`src/rtl/intc_pkg.sv`:
```
// Shared definitions for the interrupt controller: FSM state encoding,
// MMIO word offsets and CAUSE register layout.
package intc_pkg;

  typedef enum logic [1:0] {
    IDLE    = 2'd0,
    ASSERT  = 2'd1,
    SERVICE = 2'd2
  } intcState_t;

  // Word offsets inside the 4-word MMIO window (address[3:2])
  localparam logic [1:0] OFF_MASK  = 2'd0;
  localparam logic [1:0] OFF_CAUSE = 2'd1;
  localparam logic [1:0] OFF_ACK   = 2'd2;
  localparam logic [1:0] OFF_STATS = 2'd3;

  localparam int unsigned CAUSE_VALID_BIT = 31;

endpackage

```
`src/rtl/intc_prio_enc.sv`:
```
// Fixed-priority encoder: lowest set request index wins.
module intc_prio_enc #(
  parameter int unsigned NUM_SRC = 4,
  parameter int unsigned ID_W    = 2
) (
  input  logic [NUM_SRC-1:0] req,
  output logic [ID_W-1:0]    id,
  output logic               anyReq
);

  logic found;

  always_comb begin
    id    = '0;
    found = 1'b0;
    for (int unsigned i = 0; i < NUM_SRC; i++) begin
      if (req[i] && !found) begin
        id    = ID_W'(i);
        found = 1'b1;
      end
    end
  end

  assign anyReq = |req;

endmodule

```
`src/rtl/intc_scheduler.sv`:
```
// Memory-mapped interrupt controller: edge capture, mask, fixed priority and
// a three-state CPU handshake. Define INTC_STATS_EN to add the service counter.
module intc_scheduler
  import intc_pkg::*;
#(
  parameter int unsigned NUM_SRC   = 4,
  parameter int unsigned ID_W      = 2,
  parameter logic [31:0] BASE_ADDR = 32'hffff0080
) (
  input  logic               clock,
  input  logic               reset,
  input  logic [NUM_SRC-1:0] irq_src,
  input  logic [31:0]        data,
  input  logic [31:0]        address,
  input  logic               MemRead,
  input  logic               MemWrite,
  input  logic               InterruptTaken,
  input  logic               Eret,
  output logic               Interrupt,
  output logic [31:0]        rdata,
  output logic               IntcAddress
);

  intcState_t         state, stateNext;
  logic [NUM_SRC-1:0] mask, pending, prevSrc;
  logic [NUM_SRC-1:0] rise, ackClr, req;
  logic [ID_W-1:0]    winId, causeId;
  logic               causeValid;
  logic               anyReq, stillReq;
  logic               causeLoad, causeClr, taken;
  logic               hit, wrMask, wrAck;
  logic [1:0]         wordOff;
  logic [31:0]        maskWord, causeWord, statsWord;
  logic               unusedBits;

  assign hit         = (address[31:4] == BASE_ADDR[31:4]);
  assign IntcAddress = hit;
  assign wordOff     = address[3:2];
  assign wrMask      = MemWrite && hit && (wordOff == OFF_MASK);
  assign wrAck       = MemWrite && hit && (wordOff == OFF_ACK);
  assign unusedBits  = ^{address[1:0], data};

  assign rise = irq_src & ~prevSrc;
  assign req  = pending & mask;

  always_comb begin
    ackClr = '0;
    for (int unsigned i = 0; i < NUM_SRC; i++) begin
      ackClr[i] = wrAck && (data[ID_W-1:0] == ID_W'(i));
    end
  end

  // A new edge on the same cycle as an ACK keeps the bit set
  always_ff @(posedge clock or negedge reset) begin
    if (!reset) begin
      prevSrc <= '0;
      pending <= '0;
      mask    <= '0;
    end else begin
      prevSrc <= irq_src;
      pending <= (pending & ~ackClr) | rise;
      if (wrMask) begin
        mask <= data[NUM_SRC-1:0];
      end
    end
  end

  intc_prio_enc #(
    .NUM_SRC (NUM_SRC),
    .ID_W    (ID_W)
  ) u_prio (
    .req    (req),
    .id     (winId),
    .anyReq (anyReq)
  );

  assign stillReq = |(req & (NUM_SRC'(1) << causeId));

  always_comb begin
    stateNext = state;
    causeLoad = 1'b0;
    causeClr  = 1'b0;
    taken     = 1'b0;
    case (state)
      IDLE: begin
        if (anyReq) begin
          stateNext = ASSERT;
          causeLoad = 1'b1;
        end
      end
      ASSERT: begin
        if (InterruptTaken) begin
          stateNext = SERVICE;
          taken     = 1'b1;
        end else if (!stillReq) begin
          stateNext = IDLE;
          causeClr  = 1'b1;
        end
      end
      SERVICE: begin
        if (Eret) begin
          stateNext = IDLE;
          causeClr  = 1'b1;
        end
      end
      default: begin
        stateNext = IDLE;
        causeClr  = 1'b1;
      end
    endcase
  end

  always_ff @(posedge clock or negedge reset) begin
    if (!reset) begin
      state     <= IDLE;
      Interrupt <= 1'b0;
    end else begin
      state     <= stateNext;
      Interrupt <= (stateNext == ASSERT);
    end
  end

  always_ff @(posedge clock or negedge reset) begin
    if (!reset) begin
      causeValid <= 1'b0;
      causeId    <= '0;
    end else if (causeLoad) begin
      causeValid <= 1'b1;
      causeId    <= winId;
    end else if (causeClr) begin
      causeValid <= 1'b0;
      causeId    <= '0;
    end
  end

`ifdef INTC_STATS_EN
  logic        wrStats;
  logic [31:0] statsCnt;

  assign wrStats = MemWrite && hit && (wordOff == OFF_STATS);

  // Clear and count in the same cycle leaves the counter at one
  always_ff @(posedge clock or negedge reset) begin
    if (!reset) begin
      statsCnt <= '0;
    end else if (wrStats) begin
      statsCnt <= {31'd0, taken};
    end else if (taken) begin
      statsCnt <= statsCnt + 32'd1;
    end
  end

  assign statsWord = statsCnt;
`else
  logic unusedTaken;
  assign unusedTaken = taken;
  assign statsWord   = '0;
`endif

  always_comb begin
    maskWord                   = '0;
    maskWord[NUM_SRC-1:0]      = mask;
    causeWord                  = '0;
    causeWord[CAUSE_VALID_BIT] = causeValid;
    causeWord[ID_W-1:0]        = causeId;
  end

  always_comb begin
    rdata = '0;
    if (MemRead && hit) begin
      case (wordOff)
        OFF_MASK:  rdata = maskWord;
        OFF_CAUSE: rdata = causeWord;
        OFF_STATS: rdata = statsWord;
        default:   rdata = '0;
      endcase
    end
  end

endmodule

```
`config.mk`:
```
export PLATFORM = sky130hd
export DESIGN_NAME = intc_scheduler
export DESIGN_NICKNAME = d
export VERILOG_FILES = /design/src/rtl/intc_pkg.sv /design/src/rtl/intc_prio_enc.sv /design/src/rtl/intc_scheduler.sv
export SDC_FILE = /design/constraint.sdc
export NUM_CORES = 1
export LEC_CHECK = 0
export CORE_ASPECT_RATIO = 1.75
export CORE_MARGIN = 2
export CORE_UTILIZATION = 34
export DETAILED_ROUTE_END_ITERATION = 10
export GPL_ROUTABILITY_DRIVEN = 0
export PLACE_DENSITY = 0.92
export SLEW_MARGIN = 5
export SYNTH_ARGS = -nofsm -noshare
export SYNTH_HDL_FRONTEND = slang
export SYNTH_SLANG_ARGS = --single-unit
```
`constraint.sdc`:
```
create_clock -name clock -period 5.6 [get_ports clock]
set_input_delay 1.68 -clock clock [delete_from_list [all_inputs] [get_ports clock]]
set_output_delay 1.68 -clock clock [all_outputs]
set_load 0.03 [all_outputs]
```
# After elaboration in Yosys (flattened, before gate mapping)
# Cells that the tools add are included.
# classes
n_reduce_logical	20
n_eq_ne	9
n_shift	1
n_bitwise	7
muxes	23
# op_table
operator	n
$pmux 32 s2	1
$mux 32	1
$eq 28x28->1 const B	1
$and 4x4->4	4
$mux 2	8
$logic_and 1x1->1	11
$mux 1	11
$eq 2x1->1 const B	4
$eq 2x2->1 const B	4
$not 4->4	2
$reduce_or 4->1	2
$logic_not 2->1	3
$pmux 2 s3	1
$or 4x4->4	1
$shl 1x2->4 const A	1
$logic_not 1->1	3
$pmux 1 s3	1
$reduce_bool 2->1	1
# word_totals
reg_bits	18
out_inout_bits	34

# Longest topological paths before layout
# Gate-level depths: netlist (run 1).
# logic_depth
depth_word	12
ltp_mapped	5
mapped_depth_nobuf	4

# Modules after synthesis
# A second synthesis (run 1) with hierarchy kept.
# unflattened
hier_cells	131
hier_area_um2	1280.0
# modules_own_cells
mod	cells_per_inst	instances	area_per_inst_um2
intc_scheduler	124	1	1244.9
intc_prio_enc	7	1	35.0

# Worst setup path before layout (run 1)
# No wires, ideal clock.
# synth_timing
path_type	in2out
startpoint	in address[9]
endpoint	out rdata[0]
t_arrival_ns	3.247
path_stages	5
slack_ns	0.673
t_required_ns	3.920
cell_sequence	nor4b_2 -> nand4_2 -> or2_1 -> buf_2 -> nor3_1
# synth_via
elab_chain_cells	3
# synth_rtl
element	line	rtl
start: declaration	intc_scheduler.sv:14	input logic [31:0] address,
$eq 28x28->1	intc_scheduler.sv:36	assign hit = (address[31:4] == BASE_ADDR[31:4]);
$logic_and 1x1->1	intc_scheduler.sv:170	if (MemRead && hit) begin
$mux 32	intc_scheduler.sv:170	
end: declaration	intc_scheduler.sv:20	output logic [31:0] rdata,
# Every way passes these cells.

# Final worst setup path (run 1)
# layout_timing
startpoint	in address[23]
endpoint	out IntcAddress
# layout_via
elab_chain_cells	1
# layout_rtl
element	line	rtl
$eq 28x28->1	intc_scheduler.sv:36	
end: declaration	intc_scheduler.sv:21	output logic IntcAddress
# Every way passes these cells.

==> impl_metrics.xml, run 1 <==
<?xml version="1.0" encoding="UTF-8"?>
<metrics>
  <group name="timing">
    <metric name="worst_slew_margin_relative_to_its_limit" unit="">0.4866</metric>
    <metric name="tns" unit="ps">0</metric>
    <metric name="timing.clock.skew" unit="ps">3.490</metric>
    <metric name="setup_viol_count_final" unit="">0</metric>
    <metric name="final.period_utilization" unit="">0.9570</metric>
    <metric name="transition_time_at_the_pin_with_the_least_slew_margin" unit="ps">767.7</metric>
    <metric name="report.final.slew_viol_count" unit="">0</metric>
    <metric name="max_freq" unit="MHz">186.6</metric>
    <metric name="final.min_clock_period" unit="ps">5359</metric>
    <metric name="timing.final.hold_violations" unit="">0</metric>
    <metric name="rsz0062_at_grt" unit="">no</metric>
  </group>
  <group name="logic_synthesis">
    <metric name="synth_top_area_share" unit="">0.3727</metric>
    <metric name="synth_seq_area_share" unit="">0.3727</metric>
    <metric name="synthArstFlopShare" unit="">1.000</metric>
    <metric name="postSynthCellCount" unit="">121</metric>
    <metric name="synth.top_cells.by_area" unit="">sky130_fd_sc_hd__dfrtp_1, sky130_fd_sc_hd__buf_4, sky130_fd_sc_hd__nor4b_4, sky130_fd_sc_hd__mux2_2, sky130_fd_sc_hd__nor4b_2</metric>
    <metric name="synthDistinctLibCells" unit="">35</metric>
    <metric name="yosys_register_bits" unit="">18</metric>
    <metric name="post-synth-top-area-cell" unit="">sky130_fd_sc_hd__dfrtp_1</metric>
    <metric name="yosys_warnings" unit="">0</metric>
    <metric name="dominantRegCellSynth" unit="">sky130_fd_sc_hd__dfrtp_1</metric>
    <metric name="syn_avg_cell_area" unit="um2">9.989</metric>
    <metric name="post_synth_most_frequent_cells" unit="">sky130_fd_sc_hd__buf_4, sky130_fd_sc_hd__dfrtp_1, sky130_fd_sc_hd__inv_1</metric>
    <metric name="yosysMostFrequentCell" unit="">sky130_fd_sc_hd__buf_4</metric>
    <metric name="mappedNetlistArea" unit="um2">1209</metric>
    <metric name="synth-edff-count" unit="">0</metric>
  </group>
  <group name="route">
    <metric name="drtAntennaViolNets" unit="">0</metric>
    <metric name="wl_met2" unit="um">1593</metric>
    <metric name="highest_layer" unit="">met4</metric>
    <metric name="detail_route.vias_per_cell" unit="">4.603</metric>
    <metric name="wire_per_inst" unit="um">12.04</metric>
    <metric name="drt-total-wl" unit="um">2636</metric>
    <metric name="routedLengthMet1" unit="um">861</metric>
    <metric name="vias" unit="">1008</metric>
    <metric name="drc" unit="">0</metric>
    <metric name="drt-pass1-iter-count" unit="">4</metric>
    <metric name="met3WireLength" unit="um">144</metric>
    <metric name="drt_iter0_markers" unit="">19</metric>
  </group>
  <group name="worst_setup_path">
    <metric name="crit_fanout" unit="">6</metric>
    <metric name="worst_setup_path_startpoint" unit="">address[23]</metric>
    <metric name="crit_path_frequent_cell" unit="">sky130_fd_sc_hd__clkdlybuf4s50_1</metric>
    <metric name="worstPathCellList" unit="">clkdlybuf4s50_1, nand4_1, or3_4, or2_1, inv_1, clkdlybuf4s50_1</metric>
    <metric name="slowest_stage" unit="">sky130_fd_sc_hd__clkdlybuf4s50_1</metric>
    <metric name="timing.critical_path.required" unit="ps">3920</metric>
    <metric name="crit-reg2reg-capture" unit="">causeId[1]</metric>
    <metric name="worstReg2RegStart" unit="">mask[1]</metric>
    <metric name="worst-endpoint-arrival" unit="ps">3680</metric>
    <metric name="worst-r2r-cell-count" unit="">4</metric>
    <metric name="worst_setup_path_end_kind" unit="">output pin</metric>
    <metric name="critPathMaxStageDelay" unit="ps">670</metric>
    <metric name="cp-start-kind" unit="">input port</metric>
    <metric name="reg2reg_slack" unit="ps">4070</metric>
    <metric name="worst-setup-path-type" unit="">input port to output pin</metric>
  </group>
  <group name="grt">
    <metric name="grt_pass1_vias" unit="">973</metric>
    <metric name="grt-ovfl-total" unit="">0</metric>
    <metric name="first_pass_grt_wire_length" unit="um">4236</metric>
    <metric name="grt_max_degree" unit="">19</metric>
    <metric name="total_routing_usage_gr" unit="">0.1320</metric>
    <metric name="antenna_violations_before_repair" unit="">0</metric>
  </group>
  <group name="floorplanning">
    <metric name="die_x" unit="um">49.07</metric>
    <metric name="starting_density_of_the_core" unit="">0.3557</metric>
    <metric name="row_count" unit="">28</metric>
    <metric name="die_height" unit="um">82.88</metric>
    <metric name="io-pin-count" unit="">108</metric>
    <metric name="die_area" unit="um2">4067</metric>
    <metric name="floorplan.core_area" unit="um2">3398</metric>
  </group>
  <group name="pwr">
    <metric name="leakage" unit="uW">0.0008226</metric>
    <metric name="power.density" unit="nW/um2">178.7</metric>
    <metric name="power.total" unit="uW">308.1</metric>
    <metric name="peakVddDrop" unit="V">0.0001158</metric>
  </group>
  <group name="finish">
    <metric name="drive_gt1_frac" unit="">0.1264</metric>
    <metric name="antenna-diode-count" unit="">0</metric>
    <metric name="post_layout_instance_area" unit="um2">1724</metric>
    <metric name="area_growth_syn_to_layout" unit="%">42.65</metric>
    <metric name="design.final.nets" unit="">249</metric>
  </group>
  <group name="status">
    <metric name="run_status" unit="">finished, final reports clean</metric>
  </group>
  <group name="min_path">
    <metric name="hold_depth" unit="">1</metric>
    <metric name="hold-path-endpoint" unit="">Interrupt</metric>
    <metric name="hold_path.startpoint" unit="">state[1]</metric>
    <metric name="worst_hold_path_type" unit="">flip-flop to flip-flop</metric>
  </group>
  <group name="clock_network">
    <metric name="htree_levels" unit="">1</metric>
    <metric name="hold_buffers" unit="">0</metric>
    <metric name="post_cts.repair.setup_buffers" unit="">0</metric>
    <metric name="cts.sinks" unit="">18</metric>
    <metric name="cts_made_buffers" unit="">3</metric>
    <metric name="clk_transition_reported_paths" unit="ps">60</metric>
    <metric name="cts.path.max_buffers" unit="">2</metric>
    <metric name="clock_tree_from_tritoncts" unit="">built</metric>
    <metric name="clockRootBuffer" unit="">sky130_fd_sc_hd__clkbuf_8</metric>
    <metric name="clock_latency" unit="ps">250</metric>
  </group>
  <group name="flow_run">
    <metric name="drv.max_cap_violation_count" unit="">0</metric>
  </group>
  <group name="placement">
    <metric name="dp.final_hpwl" unit="um">2241</metric>
    <metric name="dpl-instance-area" unit="um2">1662</metric>
    <metric name="buffer_ports.inserted" unit="">50</metric>
  </group>
</metrics>
-- worst max-delay path, delay by kind of cell --
kind / cells / cell delay, ps
simple gates: 3 / 810
buf+inv: 3 / 1200
-- cell usage in the layout, fill, tap and decap left out, types with 4 or more instances in the layout --
| master | count |
|---|---|
| sky130_fd_sc_hd__clkbuf_8 | 4 |
| sky130_fd_sc_hd__o21ai_0 | 5 |
| sky130_fd_sc_hd__nor3_1 | 5 |
| sky130_fd_sc_hd__buf_4 | 4 |
| sky130_fd_sc_hd__mux2_2 | 4 |
| sky130_fd_sc_hd__conb_1 | 27 |
| sky130_fd_sc_hd__clkdlybuf4s50_1 | 45 |
| sky130_fd_sc_hd__dfrtp_1 | 18 |
| sky130_fd_sc_hd__inv_1 | 11 |
| sky130_fd_sc_hd__nand2_1 | 8 |
-- cell families after synthesis --
logic type / count (synthesis) / synth area share
AOI/OAI and AO/OA: 19 / 0.1139
and+or+nand+nor: 36 / 0.2288
buffers and inverters: 40 / 0.2091
other: 1 / 0.003103
muxes: 7 / 0.07246
DFF: 18 / 0.3727
-- report_power, final --
group / internal, uW / switching (uW)
Clock: 62.4 / 42.2
Combinational: 31.7 / 36.5
Sequential: 133 / 2.03
-- final cells by class --
type	instances	area, um2
clock buffers	4	55.05
fillers	330	1674
inverters	11	41.29
multi-input cells	89	603.1
flip-flops and latches	18	450.4
well taps	45	56.30
repair buffers	52	518.0
-- flip-flops by register name, indices dropped and copies added, names as in the netlist --
signal and cells:
mask 4, pending 4, prevSrc 4, causeId 2
state 2, Interrupt 1, causeValid 1
-- metrics by stage --
step | worst slack (ps) | instances | hold WS [ps] | utilization
global route | 154.6 | 219 | 558.2 | 0.5074
detailed placement | 9.099 | 215 | 529.9 | 0.4890
finish | 240.9 | 219 | 535.2 | 0.5074
CTS | 9.099 | 219 | 539.0 | 0.5052
floorplan | 672.7 | 147 | 475.9 | -
global placement | 83.99 | 215 | 511.6 | 0.4890
-- metal layers --
layer	vias up	track usage
met2	45	0.2678
met5	-	0
met3	7	0.03058
li1	484	-
met1	472	0.1207
met4	0	0.04156
-- worst max-delay path by stage --
stage                       end  slack, ps
floorplan              rdata[0]        670
finish              IntcAddress        240
detailed placement     rdata[0]          9
CTS                    rdata[0]          9
global placement       rdata[0]         80
global route        IntcAddress        150
-- timing repair --
| action | in CTS | in global routing |
|---|---|---|
| hold endpoints to repair | 0 | 0 |
| endpoints found under the setup margin | 0 | 3 |
| gates resized for setup | 0 | 3 |
Power figures use the tool's default switching activity.
==> inputs of run 2 (changes only) <==
Settings changed: CORE_MARGIN 2 to unset.
==> run 2 against run 1 <==
  * Final cell count unchanged
  * Critical endpoint unchanged
  * Setup slack got worse by 12 ps
  * Critical path depth unchanged
  * Sequential share of layout area unchanged
  * Die area decreased by 6.4%
  * Register-to-register slack about the same
  * Global-route usage increased by 2.1 points
  * Count of clock-buffer cells in the layout unchanged
  * Non-clock buffer count unchanged
  * Sequential cell count unchanged
==> impl_metrics.xml, run 2 (synthesis gave the netlist of run 1 again) <==
<?xml version="1.0" encoding="UTF-8"?>
<metrics>
  <group name="floorplanning">
    <metric name="die_area" unit="um2">3807</metric>
    <metric name="io-pin-count" unit="">108</metric>
    <metric name="starting_density_of_the_core" unit="">0.3557</metric>
    <metric name="die_height" unit="um">80.88</metric>
    <metric name="floorplan.core_area" unit="um2">3398</metric>
    <metric name="die_x" unit="um">47.07</metric>
    <metric name="row_count" unit="">28</metric>
  </group>
  <group name="clock_network">
    <metric name="clockRootBuffer" unit="">sky130_fd_sc_hd__clkbuf_8</metric>
    <metric name="clock_latency" unit="ps">250</metric>
    <metric name="cts.sinks" unit="">18</metric>
    <metric name="clk_transition_reported_paths" unit="ps">60</metric>
    <metric name="cts.path.max_buffers" unit="">2</metric>
    <metric name="cts_made_buffers" unit="">3</metric>
    <metric name="htree_levels" unit="">1</metric>
    <metric name="post_cts.repair.setup_buffers" unit="">0</metric>
    <metric name="clock_tree_from_tritoncts" unit="">built</metric>
  </group>
  <group name="route">
    <metric name="detail_route.vias_per_cell" unit="">4.521</metric>
    <metric name="wire_per_inst" unit="um">11.89</metric>
    <metric name="drc" unit="">0</metric>
    <metric name="drtAntennaViolNets" unit="">0</metric>
    <metric name="drt-pass1-iter-count" unit="">4</metric>
    <metric name="drt_iter0_markers" unit="">23</metric>
    <metric name="drt-total-wl" unit="um">2605</metric>
    <metric name="vias" unit="">990</metric>
  </group>
  <group name="worst_setup_path">
    <metric name="critPathMaxStageDelay" unit="ps">660</metric>
    <metric name="worst-setup-path-type" unit="">input port to output pin</metric>
    <metric name="cpLargestDelayFamily" unit="">buffers and inverters</metric>
    <metric name="worstReg2RegStart" unit="">mask[0]</metric>
    <metric name="timing.critical_path.depth" unit="">6</metric>
    <metric name="path_buf_inv" unit="">3</metric>
    <metric name="cp-start-kind" unit="">input port</metric>
    <metric name="crit_fanout" unit="">5</metric>
    <metric name="crit-reg2reg-capture" unit="">causeId[1]</metric>
    <metric name="timing.critical_path.required" unit="ps">3920</metric>
    <metric name="crit_path_frequent_cell" unit="">sky130_fd_sc_hd__clkdlybuf4s50_1</metric>
    <metric name="worstPathCellList" unit="">clkdlybuf4s50_1, nand4_1, or3_4, or2_1, inv_1, clkdlybuf4s50_1</metric>
    <metric name="worst-endpoint-arrival" unit="ps">3690</metric>
    <metric name="worstSetupEndpoint" unit="">IntcAddress</metric>
    <metric name="slowest_stage" unit="">sky130_fd_sc_hd__clkdlybuf4s50_1</metric>
    <metric name="worst_setup_path_end_kind" unit="">output pin</metric>
    <metric name="worst-r2r-cell-count" unit="">4</metric>
    <metric name="worst_setup_path_startpoint" unit="">address[31]</metric>
    <metric name="reg2reg_slack" unit="ps">4070</metric>
  </group>
  <group name="finish">
    <metric name="design.final.nets" unit="">249</metric>
    <metric name="area_growth_syn_to_layout" unit="%">42.65</metric>
    <metric name="drive_gt1_frac" unit="">0.1264</metric>
    <metric name="final_cell_mix" unit="">sky130_fd_sc_hd__clkdlybuf4s50_1, sky130_fd_sc_hd__conb_1, sky130_fd_sc_hd__dfrtp_1, sky130_fd_sc_hd__inv_1, sky130_fd_sc_hd__nand2_1</metric>
    <metric name="reg.largest.list" unit="">mask: 4 flops, pending: 4 flops, prevSrc: 4 flops</metric>
    <metric name="antenna-diode-count" unit="">0</metric>
    <metric name="layout_commonest_cell" unit="">sky130_fd_sc_hd__clkdlybuf4s50_1</metric>
  </group>
  <group name="timing">
    <metric name="transition_time_at_the_pin_with_the_least_slew_margin" unit="ps">805.1</metric>
    <metric name="max_freq" unit="MHz">186.2</metric>
    <metric name="tns" unit="ps">0</metric>
    <metric name="worst_slew_margin_relative_to_its_limit" unit="">0.4616</metric>
    <metric name="holdWs" unit="ps">521.5</metric>
    <metric name="setup_viol_count_final" unit="">0</metric>
    <metric name="timing.clock.skew" unit="ps">0.8339</metric>
    <metric name="final.min_clock_period" unit="ps">5371</metric>
    <metric name="report.final.slew_viol_count" unit="">0</metric>
    <metric name="final.period_utilization" unit="">0.9591</metric>
    <metric name="rsz0062_at_grt" unit="">no</metric>
    <metric name="timing.final.hold_violations" unit="">0</metric>
  </group>
  <group name="placement">
    <metric name="buffer_ports.inserted" unit="">50</metric>
    <metric name="dp.final_hpwl" unit="um">2214</metric>
  </group>
  <group name="status">
    <metric name="run_status" unit="">finished, final reports clean</metric>
  </group>
  <group name="pwr">
    <metric name="power.density" unit="nW/um2">177.9</metric>
    <metric name="leakage" unit="uW">0.0008226</metric>
    <metric name="peakVddDrop" unit="V">0.00008693</metric>
  </group>
  <group name="min_path">
    <metric name="worst_hold_path_type" unit="">flip-flop to flip-flop</metric>
    <metric name="hold_path.startpoint" unit="">state[1]</metric>
  </group>
  <group name="flow_run">
    <metric name="drv.max_cap_violation_count" unit="">0</metric>
  </group>
  <group name="grt">
    <metric name="grt_pass1_vias" unit="">981</metric>
    <metric name="total_routing_usage_gr" unit="">0.1533</metric>
    <metric name="grt-ovfl-total" unit="">0</metric>
    <metric name="grt_max_degree" unit="">19</metric>
    <metric name="first_pass_grt_wire_length" unit="um">4181</metric>
    <metric name="antenna_violations_before_repair" unit="">0</metric>
  </group>
</metrics>
[run 2: cell counts in the layout (fill, tap and decap cells not counted)]
Identical to the previous run, type by type.
[run 2: worst min path at each step]
stage,to,cells past startpoint
2_1_floorplan,Interrupt,1
3_3_place_gp,state[0],1
3_5_place_dp,state[0],1
4_1_cts,state[0],1
5_1_grt,Interrupt,1
6_report,state[0],1
[run 2: routing by layer]
| metal | track usage | routed length, um | vias up |
|---|---|---|---|
| met5 | 0 | 0 | - |
| met4 | 0.04000 | 6 | 0 |
| met3 | 0.03333 | 142 | 2 |
| met2 | 0.3111 | 1639 | 40 |
| met1 | 0.1383 | 817 | 464 |
| li1 | - | - | 484 |
[run 2: report_power, final]
part | internal [uW] | switching, uW
Combinational | 31.7 | 36.7
Sequential | 133 | 1.98
Clock | 62.4 | 40.8
[run 2: metrics by stage]
step	worst slack, ps	total power (uW)	utilization	cells	cell area, um2
detailed placement	47.98	205.9	0.4890	215	1662
global placement	80.64	204.8	0.4890	215	1662
global route	157.0	322.2	0.5074	219	1724
finish	228.9	306.7	0.5074	219	1724
floorplan	672.7	184.3	-	147	1306
CTS	48.29	311.1	0.5052	219	1717
[run 2: what timing repair did]
action | in CTS | in global routing
resized for setup | 0 | 3
hold endpoints to repair | 0 | 0
hold buffers | 0 | 0
endpoints found under the setup margin | 0 | 3
[run 2: worst reg2reg max path: stages, from the launching register on]
cell and delay [ps]:
sky130_fd_sc_hd__dfrtp_1 430, sky130_fd_sc_hd__nand2_1 100, sky130_fd_sc_hd__mux4_2 480, sky130_fd_sc_hd__a31o_2 280, sky130_fd_sc_hd__o32ai_1 140
[run 2: layout make-up]
type | instances | area (um2)
fill | 323 | 1674
multi-input combinational | 89 | 603.1
timing repair buffer | 52 | 518.0
sequential | 18 | 450.4
tap | 45 | 56.30
clock buffer | 4 | 55.05
inverter | 11 | 41.29
